## src/rtl/d_latch_chk_pkg.sv

```systemverilog
// Shared types and constants for the D-latch output checker.
package d_latch_chk_pkg;

   localparam int unsigned STATE_W               = 2;
   localparam int unsigned DEFAULT_SETTLE_CYCLES = 2;

   typedef enum logic [STATE_W-1:0] {
      ST_IDLE   = 2'd0,
      ST_SETTLE = 2'd1,
      ST_CHECK  = 2'd2
   } state_e;

endpackage

```

## src/rtl/d_latch_checker_settle_timer.sv

```systemverilog
// Reloadable saturating down-counter; zero_o flags an expired settle window.
import d_latch_chk_pkg::*;

module settle_timer #(
   parameter int unsigned SETTLE_CYCLES = DEFAULT_SETTLE_CYCLES
) (
   input  logic clk_i,
   input  logic rstn_i,
   input  logic load_i,
   input  logic dec_i,
   output logic zero_o
);

   localparam int unsigned TW = $clog2(SETTLE_CYCLES) + 1;

   logic [TW-1:0] cnt_q, cnt_d;
   logic          zero_q, zero_d;

   always_comb begin
      cnt_d = cnt_q;
      if (load_i) begin
         cnt_d = TW'(SETTLE_CYCLES - 1);
      end else if (dec_i && (cnt_q != '0)) begin
         cnt_d = cnt_q - TW'(1);
      end
      zero_d = (cnt_d == '0);
   end

   always_ff @(posedge clk_i) begin
      if (!rstn_i) begin
         cnt_q  <= '0;
         zero_q <= 1'b1;
      end else begin
         cnt_q  <= cnt_d;
         zero_q <= zero_d;
      end
   end

   assign zero_o = zero_q;

endmodule

```

## config.mk

```make
export PLATFORM = sky130hd
export DESIGN_NAME = settle_timer
export DESIGN_NICKNAME = d
export VERILOG_FILES = /design/src/rtl/d_latch_chk_pkg.sv /design/src/rtl/d_latch_checker_settle_timer.sv
export SDC_FILE = /design/constraint.sdc
export NUM_CORES = 1
export LEC_CHECK = 0
export ABC_AREA = 1
export CAP_MARGIN = 20
export CORE_AREA = 2 2 39 41
export DETAILED_ROUTE_END_ITERATION = 7
export DIE_AREA = 0 0 41 43
export PLACE_DENSITY = 0.3
export SYNTH_ARGS = -nofsm -noshare
export SYNTH_HDL_FRONTEND = slang
export SYNTH_SLANG_ARGS = --single-unit
export TNS_END_PERCENT = 30
```

## constraint.sdc

```tcl
create_clock -name clk_i -period 1.2 [get_ports clk_i]
set_input_delay 0.18 -clock clk_i [delete_from_list [all_inputs] [get_ports clk_i]]
set_output_delay 0.18 -clock clk_i [all_outputs]
set_load 0.05 [all_outputs]
```

==> impl_results.md <==
- Status: finished clean
- Clock skew: 0.00333 ns
- Core area: around 1400 µm²
- # IOs: 5
- Placed wire-length estimate: roughly 210 µm
- Gr ovfl total: 0
- Clock latency on the worst-skew pair: around 0.23 ns
- Avg WL per Cell: approximately 5.8 µm
- Pre-antenna DRT Iters: 1
- Syn nets: 29
- Initial antenna violation count: 0
- Syn avg cell area: 6.36 µm²
- Antenna diodes: 0
- CTS buffer count: 3
- Final Cycle Share: a little over 90%
- GR Util met2: about 3.1%
- Vias in the first global route: 129
- Cell taking the most area after synthesis: dfxtp_1
- Busiest grt layer: met4
- Die area: about 1800 µm²
- Met1 Resource Use GR: under 10%
- Worst vdd ir: between 0.2 and 0.3 mV
- Pwr per Cell Area: roughly 1400 nW/µm²
- Number of library cell types mapped by synthesis: 9
- Ys Warns: 0
- First-pass GRT wire length: approximately 480 µm
- Placed cell count: 44
- CP arrival: 1.23 ns
- Endpoints failing hold: 0
- Cell Rows: 14
- Slew @ Worst Pin: around 0.12 ns
- Setup TNS: 0 ns
- Synth top area cells: dfxtp_1 (39%), nand2_1 (17%), inv_1 (15%)
- Critical path's slowest cell: dfxtp_2
- Final nets: 38
- Via Count: ~140
- FILL cells: roughly 160
- Met3 Use GR: between 1.5 and 2%
- Footprint of the multi-input gates: between 70 and 80 µm²
- P_leak: around 0.00013 µW
- Flops & latches, synth: 3
- Syn Std Cell Area: ~150 µm²
- Clock slew seen by the registers of the worst setup and hold paths: about 0.04 ns
- CTS H-tree depth: 1
- Max Slew Vio Count: 0
- Startpoint Class: flip-flop
- Peak fanout along the critical path: 3
- Setup Buffers After CTS: 0
- Routed WL: between 200 and 300 µm
- Die height: 43 µm
- Root Buffer: clkbuf_4
- Most frequent CP cell: nand2_1
- Area Overhead vs Synth: 70.5%
- # Max-Cap Violations: 0
- Register area: 61.3 µm²
- Total chip power: between 300 and 400 µW
- Tot GR Track Use: 4.61%
- Post-CTS Hold Buffers: 0
- Final Setup Violations: 0
- Highest clock rate: approximately 900 MHz
- Worst path required time: ~1.3 ns
- Crit path time final: between 1 and 1.5 ns
- RSZ-0062 raised after global routing: no
- DRC Markers: 0
- Largest net degree at the start of global routing: 4
- Initial Utilization: around 11%
- Cells after synthesis: 24
- Detailed-route vias per instance: about 3.0
- Final non-filler cell total: between 40 and 50
- Max-Slew Margin vs Limit: 92.1%
- I/O Buffers: 4
- Layout cell share with drive strength beyond 1: roughly 34%
- Iteration-0 DRC Markers: 0
- Seq/Total Area, Yosys: 39.3%
- CP peak stage delay: approximately 0.34 ns
- Crit-path cells: inv_1 -> ha_1 -> inv_1 -> nand3_1 -> nand2_1 -> nand2_1 -> nand2_1 -> nand2_1
- Clock Path Buffers: 2
- Routability cong.: between 0.6 and 0.7
- Clk sinks: 3
- CTS tree: built
- Hold WC Path Type: in2reg
- Top-area cell type share of the netlist area: ~39%
- CP Capture Type: flip-flop
- Die width: between 40 and 50 µm
- DRT antenna net count: 0
- Crit Path Category: reg2reg
-- state kept, by name, indices dropped and copies added (netlist names) --
name and cells:
cnt_q 2, zero_o 1
-- metrics by stage --
stage          worst slack [ns]  hold WS, ns  util [%]  instance area, µm²
2_1_floorplan             0.157        0.249         -                 153
3_3_place_gp             0.0405        0.554      16.1                 223
3_5_place_dp             0.0468        0.545      16.1                 223
4_1_cts                  0.0668        0.491      18.0                 249
5_1_grt                 0.00789        0.520      18.8                 260
6_report                 0.0918        0.501      18.8                 260
-- worst paths after layout --
check | from | to | slack, ns | depth (start not counted)
max | cnt_q[0] | zero_o | 0.09 | 8
max reg2reg | cnt_q[0] | zero_o | 0.09 | 8
min | rstn_i | zero_o | 0.50 | 2
min reg2reg | cnt_q[1] | cnt_q[1] | 0.55 | 4
-- where the power goes --
part	internal [µW]	total [µW]	switching, µW
sequential	108	114	5.71
clock	125	176	51.5
combinational	33.3	68.0	34.7
total	266	358	91.9
-- worst max-delay path, delay by kind of cell (launching register included) --
family,cells,cell delay (ns)
AND/OR/NAND/NOR,5,0.30
buffers and inverters,2,0.10
flip-flops,1,0.34
adder cells (fa/ha/maj),1,0.28
-- timing repair --
item | 4_1_cts | 5_1_grt
resized for setup | 0 | 5
hold endpoints to repair | 0 | 0
setup endpoints to repair | 0 | 2
-- synthesized netlist by cell type --
master,number
dfxtp_1,3
nand3_1,1
nand2_1,7
inv_1,6
inv_2,1
o21ai_1,1
ha_1,1
nor2_1,3
nand2_2,1
-- kinds of logic after synthesis --
| group | count (synthesis) | share of synthesized area (%) |
|---|---|---|
| buffers and inverters | 7 | 17.2 |
| AND/OR/NAND/NOR | 12 | 32.0 |
| adder cells (fa/ha/maj) | 1 | 8.20 |
| flip-flops | 3 | 39.3 |
| AO/OA/AOI/OAI | 1 | 3.28 |
-- per-layer routing --
| layer | share of wire (%) | wire (µm) |
|---|---|---|
| met1 | 49 | 138 |
| met4 | 0 | 0 |
| met3 | 8.6 | 24 |
| met2 | 42 | 116 |
| met5 | 0 | 0 |
-- layout by cell type (no fill, tap or decap) --
master	Yosys	final
inv_1	6	6
nand2_1	7	5
nand2_2	1	3
clkbuf_4	0	3
clkdlybuf4s50_1	0	3
nor2_2	0	2
dfxtp_1	3	2
inv_2	1	1
nand3_1	1	1
o21ai_1	1	1
nor2_1	3	1
ha_1	1	1
clkbuf_1	0	1
dfxtp_2	0	1
buf_12	0	1
-- area by class of cell --
type | count | area share [%]
inverters | 7 | 10.1
clock buffers | 4 | 10.1
well taps | 16 | 7.69
flip-flops and latches | 3 | 23.6
multi-input cells | 14 | 29.3
repair buffers | 4 | 19.2
(Power assumes the default switching activity.)
